## src/rtl/zl_ts_pkg.sv

```systemverilog
// rtl/zl_ts_pkg.sv - shared constants, state encoding and null-packet byte table for the TS null inserter
package zl_ts_pkg;

    localparam int          TS_PKT_LEN     = 188;
    localparam logic [7:0]  TS_SYNC        = 8'h47;
    localparam logic [7:0]  TS_NULL_PID_HI = 8'h1F;
    localparam logic [7:0]  TS_NULL_PID_LO = 8'hFF;
    localparam logic [7:0]  TS_NULL_FLAGS  = 8'h10;
    localparam logic [7:0]  TS_NULL_FILL   = 8'hFF;

    typedef enum logic [1:0] {
        ST_DECIDE = 2'd0,
        ST_PASS   = 2'd1,
        ST_NULL   = 2'd2
    } ts_state_e;

    // Byte at index cnt of a null packet: sync, PID 0x1FFF, payload-only flags, then fill.
    function automatic logic [7:0] ts_null_byte(input logic [7:0] cnt);
        logic [7:0] b;
        case (cnt)
            8'd0:    b = TS_SYNC;
            8'd1:    b = TS_NULL_PID_HI;
            8'd2:    b = TS_NULL_PID_LO;
            8'd3:    b = TS_NULL_FLAGS;
            default: b = TS_NULL_FILL;
        endcase
        return b;
    endfunction

endpackage

```

## src/rtl/zl_ts_null_inserter.sv

```systemverilog
// rtl/zl_ts_null_inserter.sv - drains whole TS packets from a showahead FIFO, filling gaps with null packets
module zl_ts_null_inserter
    import zl_ts_pkg::*;
#(
    parameter int Used_width = 9,
    parameter int Pkt_len    = TS_PKT_LEN
) (
    input  logic                  clk,
    input  logic                  rst,
    input  logic                  fifo_req,
    output logic                  fifo_ack,
    input  logic [7:0]            fifo_data,
    input  logic [Used_width-1:0] fifo_used,
    input  logic                  fifo_full,
    output logic                  out_req,
    input  logic                  out_ack,
    output logic [7:0]            out_data,
    output logic                  out_sop,
    output logic                  out_null,
    output logic [15:0]           null_count,
    output logic [15:0]           drop_count
);

    localparam logic [7:0]            CNT_LAST = 8'(Pkt_len - 1);
    localparam logic [Used_width-1:0] USED_PKT = Used_width'(Pkt_len);

    ts_state_e  state;
    logic [7:0] cnt;

    logic in_pass;
    logic in_null;
    logic in_decide;
    logic have_pkt;
    logic stray_head;
    logic out_xfer;

    assign in_pass    = (state == ST_PASS);
    assign in_null    = (state == ST_NULL);
    assign in_decide  = (state == ST_DECIDE);

    // A full FIFO reports used==0 in a Used_width-bit field, so full counts on its own.
    assign have_pkt   = fifo_full || (fifo_used >= USED_PKT);
    assign stray_head = fifo_req && (fifo_data != TS_SYNC);
    assign out_xfer   = out_req && out_ack;

    // Output mux: PASS forwards the FIFO head, NULL generates bytes, DECIDE is a bubble.
    assign out_req  = in_pass ? fifo_req : in_null;
    assign out_data = in_pass ? fifo_data : (in_null ? ts_null_byte(cnt) : 8'h00);
    assign out_sop  = (in_pass || in_null) && (cnt == 8'd0);
    assign out_null = in_null;
    assign fifo_ack = in_decide ? stray_head : (in_pass && out_ack && fifo_req);

    // Packet-boundary decision, byte counter and statistics counters.
    always_ff @(posedge clk) begin
        if (rst) begin
            state      <= ST_DECIDE;
            cnt        <= 8'd0;
            null_count <= 16'd0;
            drop_count <= 16'd0;
        end else begin
            case (state)
                ST_DECIDE: begin
                    if (stray_head) begin
                        drop_count <= drop_count + 16'd1;
                    end else if (have_pkt) begin
                        state <= ST_PASS;
                        cnt   <= 8'd0;
                    end else begin
                        state      <= ST_NULL;
                        cnt        <= 8'd0;
                        null_count <= null_count + 16'd1;
                    end
                end
                ST_PASS, ST_NULL: begin
                    if (out_xfer) begin
                        if (cnt == CNT_LAST) begin
                            state <= ST_DECIDE;
                            cnt   <= 8'd0;
                        end else begin
                            cnt <= cnt + 8'd1;
                        end
                    end
                end
                default: begin
                    state <= ST_DECIDE;
                    cnt   <= 8'd0;
                end
            endcase
        end
    end

endmodule

```

## config.mk

```make
export PLATFORM = sky130hd
export DESIGN_NAME = zl_ts_null_inserter
export DESIGN_NICKNAME = d
export VERILOG_FILES = /design/src/rtl/zl_ts_pkg.sv /design/src/rtl/zl_ts_null_inserter.sv
export SDC_FILE = /design/constraint.sdc
export NUM_CORES = 1
export LEC_CHECK = 0
export ABC_AREA = 1
export BUFFER_PORTS_ARGS = -buffer_cell sky130_fd_sc_hd__buf_2
export CORE_MARGIN = 4
export CORE_UTILIZATION = 54
export DETAILED_ROUTE_END_ITERATION = 8
export MAX_ROUTING_LAYER = met4
export PLACE_DENSITY = 0.8
export SYNTH_ARGS = -nofsm -noshare
export SYNTH_HDL_FRONTEND = slang
export SYNTH_SLANG_ARGS = --single-unit
```

## constraint.sdc

```tcl
create_clock -name clk -period 1.5 [get_ports clk]
set_input_delay 0.075 -clock clk [delete_from_list [all_inputs] [get_ports clk]]
set_output_delay 0.075 -clock clk [all_outputs]
set_load 0.01 [all_outputs]
```

After elaboration in Yosys (flattened, before gate mapping). Index checks and enable logic that the tools add are counted.

Register bits: 42. Input port bits: 22. Output and inout port bits: 44. Word-level logic and storage cells: 47.

$add $sub $neg: 3. Magnitude comparators: 1. Equal/unequal tests: 9. Muxes and demuxes: 14. Bitwise gates (word level): 2. Reduce and logical (&&, ||, !) cells: 14.

Operator list (count): two-way mux 8 bit (5); adder 16 x 1 -> 16 bit, second input constant (2); case mux 8 bit (3 select lines) (1); case mux 8 bit (2 select lines) (1); >= comparator 9 x 8 -> 1 bit, second input constant (1); adder 8 x 1 -> 8 bit, second input constant (1); == test 8 x 1 -> 1 bit, second input constant (1); == test 8 x 2 -> 1 bit, second input constant (1); == test 8 bit, second input constant (1); logical NOT 8 bit (1); two-way mux 2 bit (4); inequality test 8 x 7 -> 1 bit, second input constant (1); inequality test 2 bit, second input constant (3); AND reduction 3 bit (2); logical AND 1 bit (5); case mux 2 bit (2 select lines) (1); AND reduction 2 bit (2); == test 2 x 1 -> 1 bit, second input constant (1); == test 2 bit, second input constant (1); logical NOT 2 bit (1); logical OR 1 bit (2); two-way mux 1 bit (2); inverter 1 bit (2); OR reduction 2 bit (1).

Logic depth before layout (Yosys ltp). Gate-level depths: netlist of the first run.

Depth in word-level cells: 5. Mapped depth: 12. Mapped depth without buffers: 11.

Worst setup path before layout of the first run. Ideal clock, no wire load.

Path kind: register -> register. Start point: register state[1]. End point: register state[1]. Library setup time: 116 ps. Data arrival time: 1384 ps. Slack: 0 ps. Cell stages (with the launch flop): 10. Buffers on the path: 1. Path through: dfxtp_1 -> inv_1 -> ha_1 -> buf_6 -> o21ai_2 -> nand2_2 -> nand2_4 -> nand3_2 -> o21ai_0 -> nor2_1.

Word-level cells in the longest chain between the ends: 5. Elaborated cells on any way between the ends: 11. Classes of those cells: 5 x eq/ne; 2 x mux; 4 x reduce/logical.

RTL lines: start: declaration (line zl_ts_null_inserter.sv:27) `ts_state_e state;`; start signal: assignment (line zl_ts_null_inserter.sv:56) `state <= ST_DECIDE;`; start signal: assignment (line zl_ts_null_inserter.sv:66) `state <= ST_PASS;`; start signal: assignment (line zl_ts_null_inserter.sv:69) `state <= ST_NULL;`; == test 2 bit or == test 2 x 1 -> 1 bit (tied branches) (line zl_ts_null_inserter.sv:38, zl_ts_null_inserter.sv:37); two-way mux 1 bit (*) (line zl_ts_null_inserter.sv:47) `assign out_req = in_pass ? fifo_req : in_null;`; net out_req (line zl_ts_null_inserter.sv:15) `output logic out_req,`; logical AND 1 bit (*) (line zl_ts_null_inserter.sv:44) `assign out_xfer = out_req && out_ack;`; inequality test 2 bit (no line) (*); AND reduction 3 bit (no line) (*).

The timed path passes the listed nets; every way through them passes the cells marked *. A chain may end at the register's enable or synchronous reset.

Worst setup path in the final report of the first run.
Start point: register cnt[5]. End point: output port out_data[0].

Word-level cells in the longest chain between the ends: 4. Elaborated cells on any way between the ends: 6. Classes of those cells: 2 x eq/ne; 3 x mux; 1 x reduce/logical.

RTL lines: start: declaration (line zl_ts_null_inserter.sv:28) `logic [7:0] cnt;`; start signal: assignment (line zl_ts_null_inserter.sv:80) `cnt <= cnt + 8'd1;`; == test 8 x 2 -> 1 bit, or another cell as far along (line zl_ts_pkg.sv:20) `case (cnt)`; case mux 8 bit (3 select lines) (*) (line zl_ts_pkg.sv:20); two-way mux 8 bit (*) (2 in a row) (line zl_ts_null_inserter.sv:48) `assign out_data = in_pass ? fifo_data : (in_null ? ts_null_byte(cnt) : 8'h00);`; end: declaration (line zl_ts_null_inserter.sv:17) `output logic [7:0] out_data,`.

Every way passes the cells marked *; elsewhere a longest branch is shown, timed or not.

==> results of run 1 <==
==> power by group through the flow <==
stage	registers, uW	logic, uW	clock network, uW
after CTS	1320	2140	1140
after detailed placement	1310	1760	0
after global placement	1310	1710	0
final	1350	2700	1160
after global routing	1360	2870	1210
after floorplan	1320	1240	0
==> cells in the final DEF (no fill, tap or decap), types with 4 or more instances in the layout <==
| cell type | synthesis | layout |
|---|---|---|
| nand2_1 | 130 | 127 |
| nor2_1 | 72 | 68 |
| buf_2 | 0 | 62 |
| inv_1 | 57 | 47 |
| buf_4 | 0 | 37 |
| dfxtp_1 | 42 | 31 |
| nand3_1 | 26 | 22 |
| a21oi_1 | 14 | 14 |
| nand4_1 | 10 | 10 |
| xor2_1 | 10 | 10 |
| inv_2 | 3 | 9 |
| nor2_2 | 9 | 9 |
| nor3_1 | 9 | 8 |
| dfxtp_2 | 0 | 8 |
| nor2_4 | 3 | 7 |
| nand2_2 | 7 | 7 |
| nand3_2 | 5 | 6 |
| clkbuf_8 | 0 | 6 |
| nand2_4 | 2 | 5 |
| o21ai_1 | 3 | 5 |
| inv_4 | 0 | 4 |
| nand3_4 | 1 | 4 |
| o21ai_2 | 2 | 4 |
| o21ai_0 | 10 | 4 |
| ha_4 | 0 | 4 |
| buf_6 | 4 | 4 |
==> what timing repair did <==
action	CTS	global route
endpoints found under the setup margin	21	33
buffers inserted	15	10
resized for setup	41	39
pin swaps	9	20
==> path summary, 6_finish.rpt <==
check | startpoint | to | cells past startpoint
min | rst | cnt[7] | 3
min reg2reg | drop_count[15] | drop_count[15] | 2
max reg2reg | drop_count[6] | drop_count[14] | 7
max | cnt[5] | out_data[0] | 7
==> cell type report <==
| type | count | area [um^2] |
|---|---|---|
| multi-input cells | 336 | 1880 |
| repair buffers | 104 | 653 |
| flip-flops and latches | 42 | 862 |
| clock inverters | 2 | 60.1 |
| clock buffers | 6 | 82.6 |
| well taps | 70 | 87.6 |
| inverters | 60 | 235 |
| fillers | 371 | 1220 |
==> flip-flops by register name, indices dropped and copies added (netlist names) <==
| register | count |
|---|---|
| null_count | 16 |
| drop_count | 16 |
| state | 2 |
| cnt | 8 |
==> worst max-delay path, cell delays in order (launching register included) <==
cell and delay, ps:
dfxtp_2 350, inv_2 80, nand4_1 150, nor2_4 190
nand2_4 90, o21ai_4 180, nand3_1 120, buf_2 170
==> layer usage <==
layer  wire length [um]  track usage, %
met5                  0               -
met1               3460            27.4
met2               4450            44.4
met3                498            5.04
met4                240            8.45
==> metrics by stage <==
step | instances | util, % | hold slack (ps) | TNS (ps)
after floorplan | 446 | - | 261 | 0
after global placement | 587 | 64.5 | 447 | 0
after detailed placement | 587 | 64.5 | 449 | -156
after CTS | 610 | 71.7 | 226 | -810
after global routing | 620 | 76.0 | 242 | -2450
final | 620 | 76.0 | 231 | -1380
==> kinds of logic after synthesis <==
kind of cell	count (synthesis)
simple gates	281
buf+inv	68
flops	42
compound gates	34
xor+xnor	13
fa+ha+maj	8
==> impl_metrics.csv, run 1 <==
group,metric,value,unit
synthesis,seq_area_frac_synth,29.8,%
worst_setup_path,critical_path_required,1420,ps
clocking,clockRootBuffer,"clkbuf_8",
synthesis,synthMuxAreaShare,0,%
timing,worst_pin_slew,484,ps
synthesis,synthArstFlopShare,0,%
pwr,p_clk_share,22.2,%
pwr,p_total,5210,uW
drt,via_count,3267,
drt,wl_per_cell,14.0,um
drt,drc,0,
clocking,clock_latency,310,ps
timing,period_minus_slack,1720,ps
pwr,p_leak,0.00178,uW
synthesis,netlist_instances,446,
pwr,vdd_drop_max,1.19,mV
synthesis,syn_area_per_cell,6.33,um^2
synthesis,synth_nets,476,
synthesis,synthFlopType,"dfxtp_1",
status,status,"complete, but fails checks",
drt,drtPass1Iterations,6,
pwr,p_seq_share,25.9,%
placement,hpwl,5150,um
worst_setup_path,setup.worst_path.start_class,"register",
pwr,combPwrFrac,51.9,%
grt,grt_overflow,0,
synthesis,synthAdderAreaFrac,3.55,%
timing,finalCritPeriodShare,115,%
grt,grt_max_degree,22,
final_layout,syn2layout_area_growth,36.7,%
synthesis,ys_top_cells_by_area,"dfxtp_1 (30%), nand2_1 (17%), nor2_1 (9.6%)",
drt,drt_iter0_markers,169,
clocking,htree_levels,2,
final_layout,layout-drive-gt1-share,35.3,%
floorplanning,io_pins,66,
grt,antenna_found_initial,0,
synthesis,synth_top_family_by_area,"simple AND/OR/NAND/NOR gates",
worst_setup_path,worstSetupEndpointType,"output pin",
drt,viasPerCell,5.27,
worst_setup_path,rrSetupSlack,-50,ps
clocking,cts_buffers,5,
grt,grt_pass1_vias,2996,
synthesis,synth_common_cells,"nand2_1 (130), nor2_1 (72), inv_1 (57)",
timing,finalWorstSetupSlack,-220,ps
floorplanning,design.core.area,5070,um^2
clocking,clk_pin_slew_worst_paths,90,ps
timing,finalSetupViolCount,16,
timing,slew_violations,0,
final_layout,finalNetCount,579,
synthesis,yosysUniqueCellTypes,35,
synthesis,synth_edf_count,0,
min_path,hold_class,"input pin to register",
job,maxCapViolCount,0,
timing,fmax,581,MHz
pwr,switching_share,40.4,%
synthesis,ys_warn_count,0,
grt,grtUsageTotal,24.8,%
synthesis,yosys.area.top_type_share,29.8,%
worst_setup_path,cp.arrival,1650,ps
clocking,clock-sinks,42,
grt,grt_first_pass_wirelength,12600,um
synthesis,synth_compound_area_share,6.92,%
clocking,cts_hold_buf,0,
synthesis,syn_area,2820,um^2
clocking,cts_tree,"done",
placement,placedInstanceArea,3270,um^2
worst_setup_path,crit_type,"register to output pin",
timing,rsz0062_at_grt,"true",
pwr,power_density,1350,nW/um^2
placement,io_buffers,63,
synthesis,ys_seq_elements,42,
floorplanning,die_w,80.3,um
timing,fin_skew,4.45,ps
drt,wl,8650,um
timing,slew_headroom,67.5,%
status,violations,"negative setup slack",
synthesis,yosysMostFrequentCell,"nand2_1",
floorplanning,die_h,80.3,um
floorplanning,dieArea,6450,um^2
pwr,p_switching,2100,uW
clocking,clockBufferDepth,2,
drt,ant_nets,0,
floorplanning,start_util,55.6,%
pwr,p_int,3100,uW
synthesis,synth_xor_area_share,4.04,%
synthesis,synthSimpleGateAreaFrac,45.2,%
timing,final-hold-violation-count,0,
final_layout,final_cell_area,3860,um^2
placement,gp_congestion,0.867,
placement,dp_slack,-43.9,ps
synthesis,yosysTopAreaCell,"dfxtp_1",
final_layout,diodes,0,
worst_setup_path,cp_max_fo,4,
floorplanning,rows,26,
Power figures use the tool's default switching activity.
==> run 2: changes to the inputs <==
--- a/config.mk
+++ b/config.mk
@@ -5,13 +5,12 @@
 export SDC_FILE = /design/constraint.sdc
 export NUM_CORES = 1
 export LEC_CHECK = 0
-export ABC_AREA = 1
 export BUFFER_PORTS_ARGS = -buffer_cell sky130_fd_sc_hd__buf_2
 export CORE_MARGIN = 4
-export CORE_UTILIZATION = 54
+export CORE_UTILIZATION = 57
 export DETAILED_ROUTE_END_ITERATION = 8
 export MAX_ROUTING_LAYER = met4
-export PLACE_DENSITY = 0.8
+export PLACE_DENSITY = 0.85
 export SYNTH_ARGS = -nofsm -noshare
 export SYNTH_HDL_FRONTEND = slang
 export SYNTH_SLANG_ARGS = --single-unit
==> constraint.sdc (replaced) <==
create_clock -name clk -period 2.2 [get_ports clk]
set_input_delay 0.11 -clock clk [delete_from_list [all_inputs] [get_ports clk]]
set_output_delay 0.11 -clock clk [all_outputs]
set_load 0.01 [all_outputs]
==> run 2 against run 1 <==
  * The flow now finishes without violations
  * Clock power decreased by 54%
  * Global-route usage fell by 1.1 points
  * Routed wire length is 26% lower
==> impl_metrics.csv, run 2 <==
group,metric,value,unit
final_layout,layout-drive-gt1-share,24.8,%
clocking,cts_resized,0,
floorplanning,rows,24,
floorplanning,die_h,75.2,um
drt,wl_per_cell,15.4,um
min_path,hold_class,"input pin to register",
synthesis,synthFlopType,"dfxtp_1",
drt,ant_nets,0,
worst_setup_path,cp_max_fo,26,
drt,drt_iter0_markers,214,
job,maxCapViolCount,0,
grt,grt_overflow,0,
synthesis,synthArstFlopShare,0,%
worst_setup_path,setup.worst_path.start_class,"register",
placement,io_buffers,63,
clocking,clk_pin_slew_worst_paths,90,ps
synthesis,synth_common_cells,"dfxtp_1 (42), a21oi_1 (23), nand2_1 (17), o31ai_1 (17), nor2_1 (16)",
final_layout,top_regs,"drop_count: 16 flops, null_count: 16 flops, cnt: 8 flops",
timing,fin_skew,5.96,ps
timing,final-hold-violation-count,0,
synthesis,seq_area_frac_synth,32.7,%
worst_setup_path,cp.arrival,2230,ps
grt,grtUsageTotal,23.8,%
clocking,clock_latency,300,ps
status,status,"finished, final reports clean",
timing,tns,0,ps
clocking,clockBufferDepth,2,
floorplanning,design.core.area,4350,um^2
synthesis,yosysMostFrequentCell,"dfxtp_1",
synthesis,synth_nets,331,
timing,worst_pin_slew,653,ps
timing,rsz0062_at_grt,"false",
clocking,cts_hold_buf,0,
clocking,clockRootBuffer,"clkbuf_8",
synthesis,ys_top_cells_by_area,"dfxtp_1 (33%), o31ai_1 (5.0%), a21oi_1 (4.5%)",
synthesis,yosys.area.top_type_share,32.7,%
drt,viasPerCell,6.25,
clocking,post_cts_buffers,0,
final_layout,mostFrequentLayoutCell,"buf_2",
synthesis,syn_area,2570,um^2
synthesis,syn_area_per_cell,8.55,um^2
clocking,cts_tree,"done",
clocking,htree_levels,2,
floorplanning,dieArea,5660,um^2
timing,finalSetupViolCount,0,
worst_setup_path,critical_path_required,2400,ps
timing,period_minus_slack,2040,ps
final_layout,final_cell_mix,"buf_2 (63), dfxtp_1 (42), a21oi_1 (23)",
worst_setup_path,crit_type,"register to register",
pwr,p_leak,0.00123,uW
placement,hpwl,4640,um
grt,grt_first_pass_wirelength,10300,um
synthesis,netlist_instances,301,
final_layout,finalNetCount,392,
timing,hold_ws,245,ps
synthesis,ys_warn_count,0,
drt,drc,0,
floorplanning,io_pins,66,
placement,gp_congestion,0.840,
grt,grt_pass1_vias,2243,
drt,wl,6390,um
final_layout,diodes,0,
timing,slew_headroom,56.5,%
final_layout,fill_cells,367,
worst_setup_path,worstSetupEndpointType,"register",
synthesis,ys_seq_elements,42,
timing,slew_violations,0,
synthesis,yosysTopAreaCell,"dfxtp_1",
synthesis,yosysUniqueCellTypes,54,
pwr,vdd_drop_max,0.486,mV
floorplanning,die_w,75.2,um
floorplanning,start_util,59.1,%
drt,via_count,2594,
pwr,power_density,652,nW/um^2
grt,antenna_found_initial,0,
timing,finalCritPeriodShare,92.6,%
final_layout,syn2layout_area_growth,18.3,%
synthesis,synth_edf_count,0,
clocking,cts_buffers,5,
clocking,clock-sinks,42,
pwr,p_total,1990,uW
timing,fmax,491,MHz
grt,grt_max_degree,40,
drt,drtPass1Iterations,4,
run 2: cell types whose count changed in the layout (fill, tap and decap cells not counted), moves of 11 or more:
cell     delta
nor2_1     -52
inv_1      -32
or4_1      +15
o31ai_1    +16
dfxtp_1    +11
buf_4      -30
nand2_1   -110
run 2: layout make-up:
class                   instances  area (um^2)  area share, %
repair buffers                 71          388           12.7
clock inverters                 2         12.5          0.411
clock buffers                   6         82.6           2.71
well taps                      52         65.1           2.14
multi-input cells             227         1600           52.6
inverters                      15         56.3           1.85
flip-flops and latches         42          841           27.6
run 2: per-layer routing:
metal	wire length [um]	GRT usage (%)	up-vias
met5	0	-	-
met4	123	8.54	0
met1	2830	30.6	1215
met2	3070	37.0	81
li1	-	-	1286
met3	371	4.67	12
run 2: worst paths after layout:
kind	start	to	slack, ps	depth (start not counted)
setup / recovery	state[0]	null_count[5]	160	7
hold / removal	fifo_used[8]	state[0]	250	3
setup reg to reg	state[0]	null_count[5]	160	7
hold reg to reg	null_count[6]	null_count[6]	490	2
run 2: per-stage QoR:
stage	cell area, um^2	instances	utilization (%)	worst slack, ps
after floorplan	2570	301	-	296
after global placement	2950	407	67.8	225
after detailed placement	2950	407	67.8	164
after CTS	3050	415	70.0	153
after global routing	3050	415	70.0	35.4
final	3050	415	70.0	163
run 2: logic make-up after synthesis:
family,Yosys count,share of synthesized area [%]
AO/OA/AOI/OAI,86,23.4
XOR/XNOR,4,1.36
adder cells (fa/ha/maj),8,3.89
buffers and inverters,32,5.30
flip-flops,42,32.7
multiplexers,9,3.94
AND/OR/NAND/NOR,120,29.5
run 2: critical path, stage by stage, from the launching register on:
cell	delay, ps
dfxtp_1	330
inv_1	80
ha_1	200
inv_1	90
a2111o_1	430
buf_12	180
nor4_2	270
mux2_1	340
run 2: report_power, final:
group / internal (uW) / switching (uW) / leakage (uW) / total, uW
clock network: 253 / 283 / 0.0000472 / 536
registers: 787 / 35.8 / 0.000339 / 823
logic: 255 / 373 / 0.000840 / 628
==> run 3: changes to the inputs <==
--- a/config.mk
+++ b/config.mk
@@ -6,11 +6,14 @@
 export NUM_CORES = 1
 export LEC_CHECK = 0
 export BUFFER_PORTS_ARGS = -buffer_cell sky130_fd_sc_hd__buf_2
+export CELL_PAD_IN_SITES_DETAIL_PLACEMENT = 0
+export CELL_PAD_IN_SITES_GLOBAL_PLACEMENT = 2
 export CORE_MARGIN = 4
-export CORE_UTILIZATION = 57
+export CORE_UTILIZATION = 33
 export DETAILED_ROUTE_END_ITERATION = 8
+export GPL_TIMING_DRIVEN = 0
 export MAX_ROUTING_LAYER = met4
-export PLACE_DENSITY = 0.85
+export PLACE_DENSITY_LB_ADDON = 0.1
 export SYNTH_ARGS = -nofsm -noshare
 export SYNTH_HDL_FRONTEND = slang
 export SYNTH_SLANG_ARGS = --single-unit
==> run 3 against run 2 <==
  * Combinational power grew 3%
  * Core utilization shrank 27 points
  * Global-route usage shrank 6.0 points
  * Register-to-register slack lost 80 ps
  * Cell count grew 14%
==> impl_metrics.csv, run 3 (same netlist as run 2, synthesis figures left out) <==
group,metric,value,unit
final_layout,fill_cells,783,
clocking,cts_tree,"done",
timing,slew_headroom,62.6,%
worst_setup_path,critical_path_required,2390,ps
worst_setup_path,setup.worst_path.start_class,"register",
final_layout,seqCellArea,841,um^2
floorplanning,start_util,34.8,%
pwr,p_total,1980,uW
timing,fmax,472,MHz
grt,grt_first_pass_wirelength,12500,um
status,status,"finished, final reports clean",
drt,drtPass1Iterations,4,
worst_setup_path,crit_type,"register to register",
grt,antenna_found_initial,0,
clocking,htree_levels,2,
floorplanning,die_h,96.3,um
grt,grt_overflow,0,
worst_setup_path,cp.arrival,2310,ps
pwr,p_switching,723,uW
clocking,clk_pin_slew_worst_paths,80,ps
worst_setup_path,slowest_delay,470,ps
drt,highest_layer,"met4",
job,maxCapViolCount,0,
worst_setup_path,cp_max_fo,5,
final_layout,diodes,0,
grt,grtUsageTotal,17.7,%
drt,drc,0,
min_path,hold_class,"input pin to register",
final_layout,syn2layout_area_growth,23.3,%
worst_setup_path,slowest_stage,"a2111o_1",
timing,worst_pin_slew,561,ps
clocking,clock_latency,300,ps
timing,finalSetupViolCount,0,
final_layout,layout-drive-gt1-share,24.6,%
placement,hpwl,5740,um
placement,placedInstanceArea,3010,um^2
placement,dp_slack,-67.8,ps
final_layout,mostFrequentLayoutCell,"buf_2",
pwr,p_leak,0.00125,uW
drt,wl_per_cell,16.6,um
timing,fin_skew,13.7,ps
floorplanning,dieArea,9280,um^2
drt,drt_iter0_markers,66,
final_layout,final_cell_mix,"buf_2 (63), dfxtp_1 (42), a21oi_1 (22)",
clocking,cts_hold_buf,0,
grt,grt_max_degree,14,
clocking,cts_buffers,5,
placement,gp_congestion,0.797,
drt,dr_wl_met2,3850,um
drt,ant_nets,0,
final_layout,final_cell_area,3170,um^2
timing,finalWorstSetupSlack,80.1,ps
drt,via_count,2606,
worst_setup_path,worstSetupEndpointType,"register",
drt,wl_met1,3620,um
drt,wl,7830,um
timing,slew_violations,0,
final_layout,multi_input_area,1660,um^2
pwr,p_seq_share,41.5,%
floorplanning,design.core.area,7410,um^2
pwr,p_clk_share,25.9,%
pwr,vdd_drop_max,0.475,mV
pwr,combPwrFrac,32.6,%
timing,hold_ws,286,ps
floorplanning,rows,31,
clocking,clockBufferDepth,2,
clocking,clockRootBuffer,"clkbuf_8",
timing,period_minus_slack,2120,ps
timing,tns,0,ps
drt,wl_met3,312,um
floorplanning,die_w,96.3,um
final_layout,top_regs,"drop_count: 16 flops, null_count: 16 flops, cnt: 8 flops",
pwr,switching_share,36.4,%
final_layout,finalNetCount,403,
worst_setup_path,path_cells,"inv_1 -> ha_2 -> inv_2 -> a2111o_1 -> buf_6 -> nor4_4 -> mux2_1",
placement,io_buffers,62,
pwr,p_int,1260,uW
grt,grt_pass1_vias,2484,
timing,final-hold-violation-count,0,
floorplanning,io_pins,66,
drt,viasPerCell,5.51,
clocking,clock-sinks,42,
pwr,power_density,625,nW/um^2
timing,finalCritPeriodShare,96.4,%
[run 3: cell count changes in the layout (fill, tap and decap cells not counted), sizes merged]
cell	change
clkbuf	+12
buf	-2
a2111o	+1
clkinv	+1
clkinvlp	-1
[run 3: repair_timing]
action / in CTS / in global routing
setup endpoints to repair: 7 / 14
resized for setup: 1 / 13
setup buffers: 0 / 1
pin swaps: 1 / 1
gates cloned: 0 / 2
[run 3: critical path: cells and delay by family (launching register included)]
family | cells | cell delay, ps
buffers and inverters | 3 | 360
muxes | 1 | 350
adders and majority gates | 1 | 200
and+or+nand+nor | 1 | 300
DFF | 1 | 340
AOI/OAI and AO/OA | 1 | 470
[run 3: cell type report]
cell class | count | share of cell area [%]
buffer | 17 | 2.64
clock buffer | 6 | 2.29
clock inverter | 2 | 0.434
inverter | 15 | 1.77
multi-input combinational | 228 | 52.2
sequential | 42 | 26.5
tap | 99 | 3.90
timing repair buffer | 64 | 10.2
[run 3: worst paths after layout]
check             slack [ps]             end  depth (start not counted)           from
setup / recovery          80  null_count[15]                          7       state[0]
hold / removal           290   null_count[7]                          3            rst
setup reg to reg          80  null_count[15]                          7       state[0]
hold reg to reg          500   null_count[6]                          2  null_count[6]
[run 3: metrics by stage]
stage / utilization [%] / std cells
after floorplan: - / 301
after global placement: 40.6 / 462
after detailed placement: 40.6 / 462
after CTS: 41.8 / 470
after global routing: 42.8 / 473
final: 42.8 / 473
[run 3: power groups by stage]
stage          clock (uW)  sequential (uW)  combinational [uW]
2_1_floorplan           0              837                 414
3_3_place_gp            0              841                 618
3_5_place_dp            0              841                 615
4_1_cts               532              823                 620
5_1_grt               566              828                 724
6_report              513              823                 647
[run 3: routing by layer]
layer	up-vias	GRT usage [%]
met1	1241	23.2
li1	1315	-
met2	45	28.5
met4	0	4.44
met3	5	2.81
met5	-	-
